**src/rtl/tea_stream_arbiter.sv**
```systemverilog
// Packet-level round-robin arbiter sharing one AXI4-Stream TEA engine between
// NUM_PORT requesters; responses are steered back by the port tag in TID.
module tea_stream_arbiter #(
    parameter int NUM_PORT           = 2,
    parameter int IDXW               = 2,
    parameter int STREAM_WIDTH_DATA  = 64,
    parameter int STREAM_WIDTH_DS    = STREAM_WIDTH_DATA / 8,
    parameter int STREAM_WIDTH_TID   = 8,
    parameter int STREAM_WIDTH_TDEST = 3
) (
    input  logic                                     ACLK,
    input  logic                                     ARESET,

    input  logic [NUM_PORT-1:0]                      rq_TVALID,
    output logic [NUM_PORT-1:0]                      rq_TREADY,
    input  logic [NUM_PORT*STREAM_WIDTH_DATA-1:0]    rq_TDATA,
    input  logic [NUM_PORT*STREAM_WIDTH_DS-1:0]      rq_TSTRB,
    input  logic [NUM_PORT*STREAM_WIDTH_DS-1:0]      rq_TKEEP,
    input  logic [NUM_PORT-1:0]                      rq_TLAST,
    input  logic [NUM_PORT*STREAM_WIDTH_TID-1:0]     rq_TID,
    input  logic [NUM_PORT*STREAM_WIDTH_TDEST-1:0]   rq_TDEST,

    output logic                                     en_TVALID,
    input  logic                                     en_TREADY,
    output logic [STREAM_WIDTH_DATA-1:0]             en_TDATA,
    output logic [STREAM_WIDTH_DS-1:0]               en_TSTRB,
    output logic [STREAM_WIDTH_DS-1:0]               en_TKEEP,
    output logic                                     en_TLAST,
    output logic [STREAM_WIDTH_TID-1:0]              en_TID,
    output logic [STREAM_WIDTH_TDEST-1:0]            en_TDEST,

    input  logic                                     de_TVALID,
    output logic                                     de_TREADY,
    input  logic [STREAM_WIDTH_DATA-1:0]             de_TDATA,
    input  logic [STREAM_WIDTH_DS-1:0]               de_TSTRB,
    input  logic [STREAM_WIDTH_DS-1:0]               de_TKEEP,
    input  logic                                     de_TLAST,
    input  logic [STREAM_WIDTH_TID-1:0]              de_TID,
    input  logic [STREAM_WIDTH_TDEST-1:0]            de_TDEST,

    output logic [NUM_PORT-1:0]                      rs_TVALID,
    input  logic [NUM_PORT-1:0]                      rs_TREADY,
    output logic [NUM_PORT*STREAM_WIDTH_DATA-1:0]    rs_TDATA,
    output logic [NUM_PORT*STREAM_WIDTH_DS-1:0]      rs_TSTRB,
    output logic [NUM_PORT*STREAM_WIDTH_DS-1:0]      rs_TKEEP,
    output logic [NUM_PORT-1:0]                      rs_TLAST,
    output logic [NUM_PORT*STREAM_WIDTH_TID-1:0]     rs_TID,
    output logic [NUM_PORT*STREAM_WIDTH_TDEST-1:0]   rs_TDEST,

    output logic [IDXW-1:0]                          grant,
    output logic                                     busy,
    output logic                                     err_tid
);

    localparam int unsigned NP  = NUM_PORT;
    localparam int unsigned DW  = STREAM_WIDTH_DATA;
    localparam int unsigned SW  = STREAM_WIDTH_DS;
    localparam int unsigned TW  = STREAM_WIDTH_TID;
    localparam int unsigned DEW = STREAM_WIDTH_TDEST;

    typedef enum logic {IDLE, BUSY} state_t;

    state_t          state;
    logic [IDXW-1:0] last;
    logic [IDXW-1:0] pick;
    logic [IDXW-1:0] tag;
    logic            tag_ok;
    int unsigned     sel;

    // Scan last+NP down to last+1 so the final hit is the nearest port after last.
    always_comb begin
        pick = '0;
        for (int unsigned k = 0; k < NP; k++) begin
            if (rq_TVALID[IDXW'((32'(last) + (NP - k)) % NP)])
                pick = IDXW'((32'(last) + (NP - k)) % NP);
        end
    end

    always_ff @(posedge ACLK) begin
        if (ARESET) begin
            state   <= IDLE;
            last    <= IDXW'(NP - 1);
            grant   <= '0;
            busy    <= 1'b0;
            err_tid <= 1'b0;
        end else begin
            case (state)
                IDLE: begin
                    if (|rq_TVALID) begin
                        grant <= pick;
                        state <= BUSY;
                        busy  <= 1'b1;
                    end
                end
                BUSY: begin
                    if (en_TVALID && en_TREADY && en_TLAST) begin
                        last  <= grant;
                        state <= IDLE;
                        busy  <= 1'b0;
                    end
                end
                default: begin
                    state <= IDLE;
                    busy  <= 1'b0;
                end
            endcase
            if (de_TVALID && !tag_ok)
                err_tid <= 1'b1;
        end
    end

    // Request path: granted port is wired straight through while BUSY.
    always_comb begin
        sel       = 32'(grant);
        en_TVALID = (state == BUSY) && rq_TVALID[grant];
        en_TDATA  = rq_TDATA[sel*DW +: DW];
        en_TSTRB  = rq_TSTRB[sel*SW +: SW];
        en_TKEEP  = rq_TKEEP[sel*SW +: SW];
        en_TLAST  = rq_TLAST[grant];
        en_TDEST  = rq_TDEST[sel*DEW +: DEW];
        en_TID    = rq_TID[sel*TW +: TW];
        en_TID[IDXW-1:0] = grant;
        rq_TREADY = '0;
        if (state == BUSY)
            rq_TREADY[grant] = en_TREADY;
    end

    // Response path: out-of-range tags are swallowed so the engine never stalls.
    assign tag    = de_TID[IDXW-1:0];
    assign tag_ok = (32'(tag) < NP);

    always_comb begin
        rs_TVALID = '0;
        de_TREADY = 1'b1;
        if (tag_ok) begin
            rs_TVALID[tag] = de_TVALID;
            de_TREADY      = rs_TREADY[tag];
        end
    end

    assign rs_TDATA = {NUM_PORT{de_TDATA}};
    assign rs_TSTRB = {NUM_PORT{de_TSTRB}};
    assign rs_TKEEP = {NUM_PORT{de_TKEEP}};
    assign rs_TLAST = {NUM_PORT{de_TLAST}};
    assign rs_TID   = {NUM_PORT{de_TID}};
    assign rs_TDEST = {NUM_PORT{de_TDEST}};

endmodule

```
**config.mk**
```make
export PLATFORM = sky130hd
export DESIGN_NAME = tea_stream_arbiter
export DESIGN_NICKNAME = d
export VERILOG_FILES = /design/src/rtl/tea_stream_arbiter.sv
export SDC_FILE = /design/constraint.sdc
export NUM_CORES = 1
export LEC_CHECK = 0
export ABC_AREA = 1
export BUFFER_PORTS_ARGS = -buffer_cell sky130_fd_sc_hd__buf_4
export CELL_PAD_IN_SITES_DETAIL_PLACEMENT = 2
export CELL_PAD_IN_SITES_GLOBAL_PLACEMENT = 2
export CORE_AREA = 2 2 223 225
export CTS_BUF_LIST = sky130_fd_sc_hd__clkbuf_8
export CTS_CLUSTER_DIAMETER = 40
export DETAILED_ROUTE_END_ITERATION = 7
export DIE_AREA = 0 0 225 227
export PLACE_DENSITY_LB_ADDON = 0.1
export SLEW_MARGIN = 20
export SYNTH_ARGS = -nofsm -noshare
export SYNTH_HDL_FRONTEND = slang
export SYNTH_SLANG_ARGS = --single-unit
```
**constraint.sdc**
```tcl
create_clock -name ACLK -period 1 [get_ports ACLK]
set_clock_uncertainty 0.05 [all_clocks]
set_input_delay 0.05 -clock ACLK [delete_from_list [all_inputs] [get_ports ACLK]]
set_output_delay 0.05 -clock ACLK [all_outputs]
set_load 0.02 [all_outputs]
```
======== Word level (Yosys, flattened, before mapping) ========
Cells that the tools add are included.
operators by class
  reductions and logical operators ........ 11
  multiply operators ...................... 1
  eq/ne operators ......................... 2
  shift operators ......................... 5
  $lt $le $gt $ge ......................... 7
  bitwise operators ....................... 3
  multiplexer cells ....................... 25
  $add $sub $neg .......................... 2
operators by type and width
  operator             number
  $shiftx 128x8->64    1
  $shiftx 16x5->8      3
  $mux 1               19
  $logic_and 1x1->1    6
  $lt 1x2->1 const B   3
  $reduce_and 2->1     3
  $shiftx 6x5->3       1
  $and 2x2->2          2
  $lt 2x2->1 const B   2
  $mux 2               2
  $pmux 1 s2           2
  $mul 1x2->3 const B  1
  $add 1x1->1 const B  2
  $demux 1 s1          2
  $ge 2x1->1 const B   1
  $ne 2x1->1 const B   1
  $ne 2x2->1 const B   1
  $reduce_or 2->1      1
  $ge 1x1->1 const B   1
  $logic_not 1->1      1
  $not 1->1            1
word-level totals
  word-level logic and storage cells ...... 61
  bits of input ports ..................... 284
  register bits ........................... 5

======== Longest topological paths before layout ========
Gate-level depths: netlist (run 1).
  depth after elaboration ................. 7
  depth in mapped cells ................... 8
  mapped depth without buffers ............ 7

======== Least setup slack after synthesis (run 1) ========
No wires, ideal clock.
  kind .................................... register to output
  start point ............................. register grant[0]
  end point ............................... output port rq_TREADY[1]
  arrival ................................. 1.329 ns
  stages on the path, launching flop included .. 5
  required time ........................... 0.900 ns
  setup slack ............................. -0.429 ns
  cell sequence ........................... dfxtp_1 > buf_6 > inv_4 > buf_2 > nor3_1
on the way
  cells in the longest elaborated chain, start to end .. 6
  elaborated cells on any way between the ends .. 7
  classes of those cells .................. 2 x order compare; 3 x mux; 1 x bitwise; 1 x reduce/logical
ends and longest elaborated chain
  item                                                                   line  text
  from (decl)                                                            50    output logic [IDXW-1:0] grant,
  from (signal assigned)                                                 90    grant <= pick;
  $lt 1x2->1 (implied by the code) / $ge 1x1->1 (equally long branches)  125   rq_TREADY[grant] = en_TREADY;
  $logic_and 1x1->1 (implied by the code)                                125
  $mux 1 (implied by the code)                                           125
  $demux 1 s1 (*)                                                        125
  $and 2x2->2 (no source line) (*)                                       -
  $mux 2 (*)                                                             124   if (state == BUSY)
  to (decl)                                                              15    output logic [NUM_PORT-1:0] rq_TREADY,
Every way passes the cells marked *; elsewhere a longest branch is shown, timed or not.

======== Worst setup path after layout (run 1) ========
  start point ............................. register grant[0]
  end point ............................... output port en_TDATA[32]
on the way
  cells in the longest elaborated chain, start to end .. 1
ends and longest elaborated chain
  item               line  text
  $shiftx 128x8->64  116   en_TDATA = rq_TDATA[sel*DW +: DW];
  to (decl)          25    output logic [STREAM_WIDTH_DATA-1:0] en_TDATA,
No other way between the ends.

==> impl_metrics.csv, run 1 <==
group,metric,value,unit
clock_tree,cts_tree,"done",
timing,fmax,725,MHz
placed_design,port_buffers,293,
routing,vias,3496,
worst_setup_path,start_kind,"register",
floorplan,die_x,225,um
timing,slew_viol_final,0,
synthesis,synth_seq_cells,5,
routing,drc_errors,0,
timing,fin_crit_sh,138,%
routing,ant_nets,0,
final_layout,drive_gt1_share,74.1,%
routing,wire_per_inst,14.8,um
global_routing,gr-total-overflow,0,
placed_design,gp_congestion,0.677,
power_and_ir_drop,total_leakage_power,0.00286,uW
final_layout,fin_util,11.9,%
routing,wl_met3,1810,um
routing,drt-pass1-iter-count,4,
final_layout,final_common_cell,"buf_4",
timing,hold_violations,0,
worst_setup_path,critical_path.max_fanout,8,
clock_tree,cts_sinks,5,
run,drv_cap,0,
routing,vias_per_cell,2.75,
routing,routed_wl,18800,um
floorplan,initial_utilization,5.81,%
synthesis,ys_types,16,
clock_tree,clock_latency,220,ps
synthesis,synth_area,0.00282,sq mm
clock_tree,cts_buffers,3,
worst_setup_path,end_kind,"output pin",
run_status,status,"complete, but fails checks",
routing,met2RoutedLength,10500,um
routing,wl_met1,6190,um
clock_tree,cts_buffer_depth,2,
global_routing,antenna_found_initial,0,
floorplan,rows,81,
floorplan,io_pins,570,
power_and_ir_drop,powerDensity,653,mW/mm^2
timing,hold-worst-slack,26.5,ps
final_layout,area_growth,105,%
worst_setup_path,required,900,ps
timing,finalCriticalPeriod,1380,ps
routing,highest_layer,"met4",
power_and_ir_drop,max-vdd-ir-drop,0.000340,V
synthesis,ys_seq_area_share,3.55,%
synthesis,synthCells,519,
global_routing,grt_first_pass_wirelength,25800,um
final_layout,num_antenna_cells,0,
synthesis,synth.avg_cell_area,5.43,sq um
floorplan,fp.coreArea,0.0485,sq mm
final_layout,nNetsFinal,934,
clock_tree,htreeDepth,1,
placed_design,place_hpwl,15000,um
floorplan,die_height,227,um
clock_tree,clk_pin_slew_worst_paths,40,ps
synthesis,ys_warn_count,0,
timing,timing.final.ws_setup,-378,ps
worst_setup_path,cp.arrival,1280,ps
global_routing,grt_pass1_vias,3953,
final_layout,mostFrequentLayoutCells,"217 x buf_4, 144 x nand2_1, 116 x nand2_2, 92 x buf_6, 20 x nand2_4",
timing,grt_setup_unrepaired,"true",
routing,drtIter0Drc,30,
global_routing,grtUsageTotal,6.73,%
worst_hold_path,hold_class,"in -> reg",
floorplan,dieArea,0.0511,sq mm
run_status,violations,"setup timing",
worst_setup_path,criticalPathCategory,"reg -> out",
timing,setup_viol,98,
global_routing,grt_max_degree,20,
clock_tree,cts_root_buf,"clkbuf_8",
-- per-layer routing --
metal / track usage (%) / up-vias
met3: 2.80 / 23
met5: 0 / -
met2: 13.1 / 225
met4: 0.940 / 0
met1: 6.78 / 1622
li1: - / 1626
-- sequential cells by signal, indices dropped and copies added, names as in the netlist --
register	count
busy	1
err_tid	1
grant	1
last	1
state	1
-- layout make-up --
type	instances	area, sq um
multi-input combinational	299	1630
clock buffer	3	41.3
tap	622	778
fill	5725	42800
inverter	9	51.3
sequential	5	108
clock inverter	1	3.75
timing repair buffer	332	3180
-- final timing paths --
kind / startpoint / to / slack, ps / cells past startpoint
worst max-delay path: grant[0] / en_TDATA[32] / -380 / 6
worst min-delay path: de_TVALID / err_tid / 30 / 3
worst max register to register: grant[0] / last[0] / -170 / 7
worst min register to register: busy / busy / 420 / 2
-- timing repair --
item                                    in CTS  in global routing
buffers inserted                            11                  3
gates resized for setup                    157                 22
pin swaps                                    5                  6
endpoints found under the setup margin      99                 99
cloned                                       7                  0
endpoints found under the hold margin        2                  0
hold buffers                                 1                  0
-- stage by stage --
step                total power, uW  setup TNS, ps  setup WS (ps)  instances  area (sq um)
floorplan                      2420          -5940           -131        520          3100
global placement               2820         -10750           -196       1247          4780
detailed placement             2840         -12280           -224       1247          4780
CTS                            3860         -36270           -416       1270          5720
global route                   4060         -39990           -449       1271          5790
finish                         3780         -32830           -378       1271          5790
-- synthesized netlist by cell type --
cell type    n  area share (%)
nand2_1    277              37
buf_4      196              52
buf_2       10             1.8
inv_1        8             1.1
a21oi_1      5            0.89
dfxtp_1      5             3.6
nor3_1       4            0.71
nand2_2      3            0.67
nand3_1      2            0.36
nor2_1       2            0.27
nor2_2       2            0.44
buf_6        1            0.40
conb_1       1            0.13
inv_4        1            0.22
nand3b_1     1            0.27
o21ai_0      1            0.18
-- worst max-delay path: stages (launching register included) --
cell and delay [ps]:
dfxtp_4 380, inv_12 110, buf_16 160, buf_12 170
nand2_4 50, nand2_2 60, buf_6 110
-- kinds of logic after synthesis --
family | after synthesis | synth area share (%)
AO/OA/AOI/OAI | 6 | 1.06
flip-flops | 5 | 3.55
AND/OR/NAND/NOR | 291 | 39.6
buffers and inverters | 216 | 55.7
other | 1 | 0.133
-- where the power goes --
part           internal, uW  switching (uW)
logic                  1670            1500
clock network           264             112
registers               215            18.2
(Power assumes the default switching activity.)
==> inputs of run 2 (changes only) <==
--- a/config.mk
+++ b/config.mk
@@ -14,6 +14,7 @@
 export CTS_CLUSTER_DIAMETER = 40
 export DETAILED_ROUTE_END_ITERATION = 7
 export DIE_AREA = 0 0 225 227
+export MAX_ROUTING_LAYER = met4
 export PLACE_DENSITY_LB_ADDON = 0.1
 export SLEW_MARGIN = 20
 export SYNTH_ARGS = -nofsm -noshare
==> run 2 against run 1 <==
The flow still finishes with violations (setup timing). Die area did not move. Combinational power about the same. Sequential cell count did not move. Via count barely moved. Critical path depth did not move. Final cell count stayed put. First-iteration DRC count rose by 13%. Global-route usage increased by 0.20 points. Setup slack about the same. Final area is the same. Sequential power barely moved. Largest cell class unchanged.
==> impl_metrics.csv, run 2 (same netlist as run 1, synthesis figures left out) <==
group,metric,value,unit
power_and_ir_drop,p_int,2150,uW
clock_tree,cts_root_buf,"clkbuf_8",
routing,ant_nets,0,
final_layout,final_cells,1271,
clock_tree,cts_buffer_depth,2,
timing,slew_viol_final,0,
worst_setup_path,end_kind,"output pin",
global_routing,busiest_layer,"met2",
timing,setup_viol,98,
clock_tree,cts_tree,"done",
worst_setup_path,cp.arrival,1280,ps
run_status,status,"complete, but fails checks",
worst_setup_path,r2r-end,"last[0]",
power_and_ir_drop,total_leakage_power,0.00286,uW
final_layout,fillers,5725,
global_routing,met3_usage,2.80,%
final_layout,mostFrequentLayoutCells,"217 x buf_4, 144 x nand2_1, 116 x nand2_2, 92 x buf_6, 20 x nand2_4",
power_and_ir_drop,max-vdd-ir-drop,0.000340,V
final_layout,final-seq-area,108,sq um
floorplan,fp.coreArea,0.0485,sq mm
worst_setup_path,path_buf_inv,4,
routing,routed_wl,18800,um
worst_setup_path,worstPathCellList,"inv_12, buf_16, buf_12, nand2_4, nand2_2, buf_6",
final_layout,final_common_cell,"buf_4",
routing,vias,3497,
worst_setup_path,criticalPathCategory,"reg -> out",
timing,fmax,725,MHz
floorplan,io_pins,570,
placed_design,dp.cells,1247,
power_and_ir_drop,clkPwrFrac,10.0,%
power_and_ir_drop,powerDensity,653,mW/mm^2
placed_design,port_buffers,293,
worst_setup_path,start_kind,"register",
final_layout,fin_util,11.9,%
worst_setup_path,critical_path.max_fanout,8,
floorplan,die_height,227,um
worst_hold_path,hold_end,"err_tid",
clock_tree,clk_pin_slew_worst_paths,40,ps
global_routing,antenna_found_initial,0,
global_routing,gr-usage-met2,13.1,%
worst_hold_path,hold_class,"in -> reg",
routing,drc_errors,0,
clock_tree,cts_sinks,5,
placed_design,gp_congestion,0.684,
global_routing,gr-total-overflow,0,
global_routing,grtUsageMet1,6.76,%
worst_hold_path,min-delay-start,"de_TVALID",
routing,drt-pass1-iter-count,4,
timing,grt_setup_unrepaired,"true",
floorplan,die_x,225,um
worst_setup_path,reg2reg_slack,-170,ps
run,drv_cap,0,
final_layout,nNetsFinal,934,
timing,timing.final.ws_setup,-379,ps
clock_tree,htreeDepth,1,
routing,vias_per_cell,2.75,
clock_tree,cts_buffers,3,
power_and_ir_drop,p_seq_share,6.2,%
power_and_ir_drop,p_sw,1630,uW
floorplan,initial_utilization,5.81,%
worst_setup_path,cp_slowest_cell,"dfxtp_4",
power_and_ir_drop,swShare,43.2,%
power_and_ir_drop,power.total,3780,uW
run_status,violations,"setup timing",
worst_setup_path,r2r-start,"grant[0]",
placed_design,dp_slack,-224,ps
routing,drtIter0Drc,34,
timing,fin_crit_sh,138,%
global_routing,grt_pass1_vias,3952,
timing,hold_violations,0,
final_layout,area_growth,105,%
worst_setup_path,reg2regPathDepth,7,
global_routing,grt_max_degree,20,
floorplan,rows,81,
global_routing,grt_first_pass_wirelength,25700,um
final_layout,num_antenna_cells,0,
worst_hold_path,hold_depth,3,
timing,finalCriticalPeriod,1380,ps
placed_design,place_hpwl,15000,um
worst_setup_path,required,900,ps
worst_setup_path,max_stage_delay,380,ps
worst_setup_path,crit_family,"buffers and inverters",
global_routing,grtUsageTotal,6.93,%
final_layout,drive_gt1_share,74.1,%
floorplan,dieArea,0.0511,sq mm
routing,wire_per_inst,14.8,um
power_and_ir_drop,power.share.combinational,83.9,%
final_layout,multi_input_area,0.00163,sq mm
clock_tree,clock_latency,220,ps
[run 2: cell counts in the layout (fill, tap and decap cells not counted)]
No cell type changed its count.
[run 2: repair_timing]
item                       4_1_cts  5_1_grt
pin swaps                        5        6
hold endpoints to repair         2        0
gates cloned                     7        0
hold buffers                     1        0
gates resized for setup        157       22
setup endpoints to repair       99       99
buffers inserted                11        3
[run 2: cell type report]
cell class / instances / area share, %
multi-input cells: 299 / 28.1
well taps: 622 / 13.4
inverters: 9 / 0.886
clock buffers: 3 / 0.713
repair buffers: 332 / 55.0
flip-flops and latches: 5 / 1.86
clock inverters: 1 / 0.0648
[run 2: worst register-to-register path, cell delays in order, from the launching register on]
cell and delay [ps]:
dfxtp_4 380, buf_6 160, nand2_4 70, nand2_4 50, nor2_4 150, nand2_2 90
nand2_1 60, nand3b_1 60
[run 2: worst max-delay path by stage]
stage	start	to	slack, ps	cells past startpoint
CTS	grant[0]	en_TID[2]	-420	5
global placement	grant[0]	en_TSTRB[4]	-200	6
global route	grant[0]	en_TID[2]	-450	5
floorplan	grant[0]	last[0]	-130	7
detailed placement	grant[0]	en_TKEEP[7]	-220	6
finish	grant[0]	en_TDATA[32]	-380	6
[run 2: per-stage QoR]
stage	TNS, ps	hold slack [ps]	instance area, sq um
global route	-39980	50.0	5790
global placement	-10750	50.2	4780
CTS	-36270	28.4	5720
floorplan	-5940	59.4	3100
finish	-32850	26.5	5790
detailed placement	-12280	50.2	4780
[run 2: routing by layer]
layer | vias to the layer above | wire length [um]
li1 | 1625 | -
met1 | 1622 | 6170
met2 | 227 | 10500
met3 | 23 | 1840
met4 | 0 | 223
met5 | - | 0
[run 2: power groups by stage]
stage	Combinational, uW	Clock, uW	Sequential [uW]
after floorplan	2190	0	238
after global placement	2590	0	230
after detailed placement	2610	0	231
after CTS	3230	396	235
after global routing	3410	417	236
final	3170	377	233
==> inputs of run 3 (changes only) <==
--- a/config.mk
+++ b/config.mk
@@ -5,15 +5,15 @@
 export SDC_FILE = /design/constraint.sdc
 export NUM_CORES = 1
 export LEC_CHECK = 0
-export ABC_AREA = 1
+export ABC_AREA = 0
 export BUFFER_PORTS_ARGS = -buffer_cell sky130_fd_sc_hd__buf_4
 export CELL_PAD_IN_SITES_DETAIL_PLACEMENT = 2
 export CELL_PAD_IN_SITES_GLOBAL_PLACEMENT = 2
-export CORE_AREA = 2 2 223 225
+export CORE_AREA = 2 2 220 222
 export CTS_BUF_LIST = sky130_fd_sc_hd__clkbuf_8
 export CTS_CLUSTER_DIAMETER = 40
 export DETAILED_ROUTE_END_ITERATION = 7
-export DIE_AREA = 0 0 225 227
+export DIE_AREA = 0 0 222 224
 export MAX_ROUTING_LAYER = met4
 export PLACE_DENSITY_LB_ADDON = 0.1
 export SLEW_MARGIN = 20
==> run 3 against run 2 <==
The flow still finishes with violations (setup timing). Die area shrank 2.6%. Highest routed layer unchanged. Final area decreased by 9.4%. Sequential power down 2%. Setup slack lost 150 ps. Register-to-register slack got worse by 260 ps. Sequential share of layout area is 0.12 points higher. Critical endpoint is now en_TDATA[5]. Largest cell class unchanged. Global-route usage is 1.1 points lower. Synthesized area decreased by 2.0%. Routed wire length down 16%. Total power is 13% lower. Count of clock-buffer cells in the layout unchanged.
==> impl_metrics.csv, run 3 <==
group,metric,value,unit
routing,drtIter0Drc,26,
floorplan,die_height,224,um
final_layout,final_common_cell,"buf_4",
worst_setup_path,start_kind,"register",
timing,fin_crit_sh,153,%
worst_setup_path,cp.arrival,1430,ps
synthesis,synth_area,0.00276,sq mm
run_status,status,"complete, but fails checks",
worst_setup_path,reg2reg_slack,-430,ps
final_layout,final-seq-area,104,sq um
global_routing,grtUsageTotal,5.83,%
worst_setup_path,required,900,ps
synthesis,synth_ff_type,"dfxtp_1",
synthesis,synth_seq_cells,5,
synthesis,yosys-top-cells-count,"194 x buf_4, 89 x mux2_2, 5 x dfxtp_1, 5 x nor2_1, 3 x buf_2",
timing,slew_viol_final,0,
floorplan,initial_utilization,5.84,%
power_and_ir_drop,p_sw,1210,uW
placed_design,gp_congestion,0.676,
global_routing,grt_max_degree,21,
final_layout,mostFrequentLayoutCells,"237 x buf_4, 76 x buf_6, 59 x mux2_4, 31 x mux2_2, 6 x buf_12",
power_and_ir_drop,powerDensity,630,mW/mm^2
global_routing,gr-total-overflow,0,
power_and_ir_drop,total_leakage_power,0.00239,uW
synthesis,synthCells,319,
placed_design,place_area,0.00458,sq mm
routing,drt-pass1-iter-count,3,
timing,timing.final.ws_setup,-526,ps
final_layout,multi_input_area,0.00143,sq mm
run_status,violations,"setup timing",
clock_tree,htreeDepth,1,
worst_setup_path,criticalPathCategory,"reg -> out",
worst_setup_path,critical_path.max_fanout,6,
routing,vias_per_cell,2.47,
clock_tree,cts_tree,"done",
worst_hold_path,hold_class,"in -> reg",
run,drv_cap,0,
synthesis,synthArstFlopShare,0,%
clock_tree,clk_pin_slew_worst_paths,40,ps
final_layout,fin_util,11.1,%
timing,setup_viol,99,
clock_tree,cts_hold_buf,0,
clock_tree,cts_buffers,3,
final_layout,fillers,5545,
final_layout,nNetsFinal,737,
floorplan,fp.coreArea,0.0473,sq mm
clock_tree,cts_root_buf,"clkbuf_8",
synthesis,ys_warn_count,0,
final_layout,drive_gt1_share,94.9,%
routing,ant_nets,0,
timing,hold_violations,0,
synthesis,synth.avg_cell_area,8.66,sq um
worst_setup_path,end_kind,"output pin",
timing,fmax,655,MHz
floorplan,rows,80,
power_and_ir_drop,swShare,36.6,%
synthesis,synthTopCellsByArea,"buf_4 53%, mux2_2 36%, dfxtp_1 3.6%",
floorplan,io_pins,570,
power_and_ir_drop,max-vdd-ir-drop,0.000214,V
final_layout,final_cell_area,0.00525,sq mm
timing,finalCriticalPeriod,1530,ps
floorplan,die_x,222,um
routing,vias,2634,
global_routing,antenna_found_initial,0,
routing,routed_wl,15800,um
clock_tree,cts_buffer_depth,2,
clock_tree,cts_sinks,5,
synthesis,synth_top_area_cell,"buf_4",
placed_design,place_hpwl,13900,um
synthesis,ys_types,24,
routing,drc_errors,0,
synthesis,ys_seq_area_share,3.62,%
power_and_ir_drop,clkPwrFrac,11.7,%
synthesis,synth_most_common_cell,"buf_4",
clock_tree,clock_latency,230,ps
synthesis,synth_top_area_share,52.7,%
placed_design,port_buffers,293,
power_and_ir_drop,power.share.combinational,81.4,%
final_layout,area_growth,89.9,%
global_routing,grt_first_pass_wirelength,21000,um
timing,grt_setup_unrepaired,"true",
synthesis,synth-edff-count,0,
global_routing,grt_pass1_vias,3113,
power_and_ir_drop,p_int,2100,uW
final_layout,num_antenna_cells,0,
power_and_ir_drop,p_seq_share,6.9,%
routing,wire_per_inst,14.8,um
floorplan,dieArea,0.0497,sq mm
==> run 3: metrics by stage <==
step	power, uW	setup TNS [ps]	setup WS (ps)	hold slack, ps	cells
finish	3310	-46150	-526	0.939	1067
global route	3500	-50960	-573	9.53	1067
CTS	3260	-48420	-574	13.8	1062
detailed placement	2580	-26660	-366	50.2	1052
global placement	2570	-25220	-369	50.2	1052
floorplan	2300	-24530	-307	59.4	320
==> run 3: routing by layer <==
layer,GRT usage (%),up-vias,part of all wire (%)
met2,11.2,270,56
met5,-,-,0
met3,2.91,30,13
met1,4.98,1201,29
met4,1.48,0,1.7
li1,-,1133,-
==> run 3: cell families (layout without fill, tap and decap cells) <==
group / Yosys count / count (layout) / share of synthesized area [%]
flip-flops: 5 / 5 / 3.62
other: 1 / 2 / 0.136
buffers and inverters: 199 / 331 / 53.8
AND/OR/NAND/NOR: 17 / 17 / 3.76
multiplexers: 92 / 92 / 37.5
AO/OA/AOI/OAI: 5 / 5 / 1.18
==> run 3: repair_timing <==
item / in CTS / in global routing
resized for setup: 93 / 35
setup endpoints to repair: 98 / 99
pin swaps: 1 / 0
gates cloned: 1 / 2
buffers inserted: 5 / 3
==> run 3: cell type report <==
| type | instances | share of cell area, % |
|---|---|---|
| timing repair buffer | 326 | 55.2 |
| multi-input combinational | 116 | 27.2 |
| tap | 615 | 14.7 |
| sequential | 5 | 1.98 |
| clock buffer | 3 | 0.787 |
| clock inverter | 1 | 0.0954 |
| inverter | 1 | 0.0715 |
==> run 3: worst max-delay path, cell delays in order, from the launching register on <==
cell and delay [ps]:
dfxtp_4 360, buf_12 130, buf_16 140, buf_8 130
mux2_4 300, buf_6 130
==> run 3: power by group through the flow <==
stage | combinational [uW] | sequential [uW] | clock [uW]
after global routing | 2860 | 231 | 413
after detailed placement | 2350 | 230 | 0
after global placement | 2340 | 230 | 0
final | 2690 | 228 | 386
after CTS | 2640 | 229 | 399
after floorplan | 2060 | 241 | 0
==> run 3: path summary, 6_finish.rpt <==
kind	startpoint	to	cells after the start
min	ARESET	grant[0]	2
min reg2reg	err_tid	err_tid	2
max reg2reg	grant[0]	last[0]	5
max	grant[0]	en_TDATA[5]	5
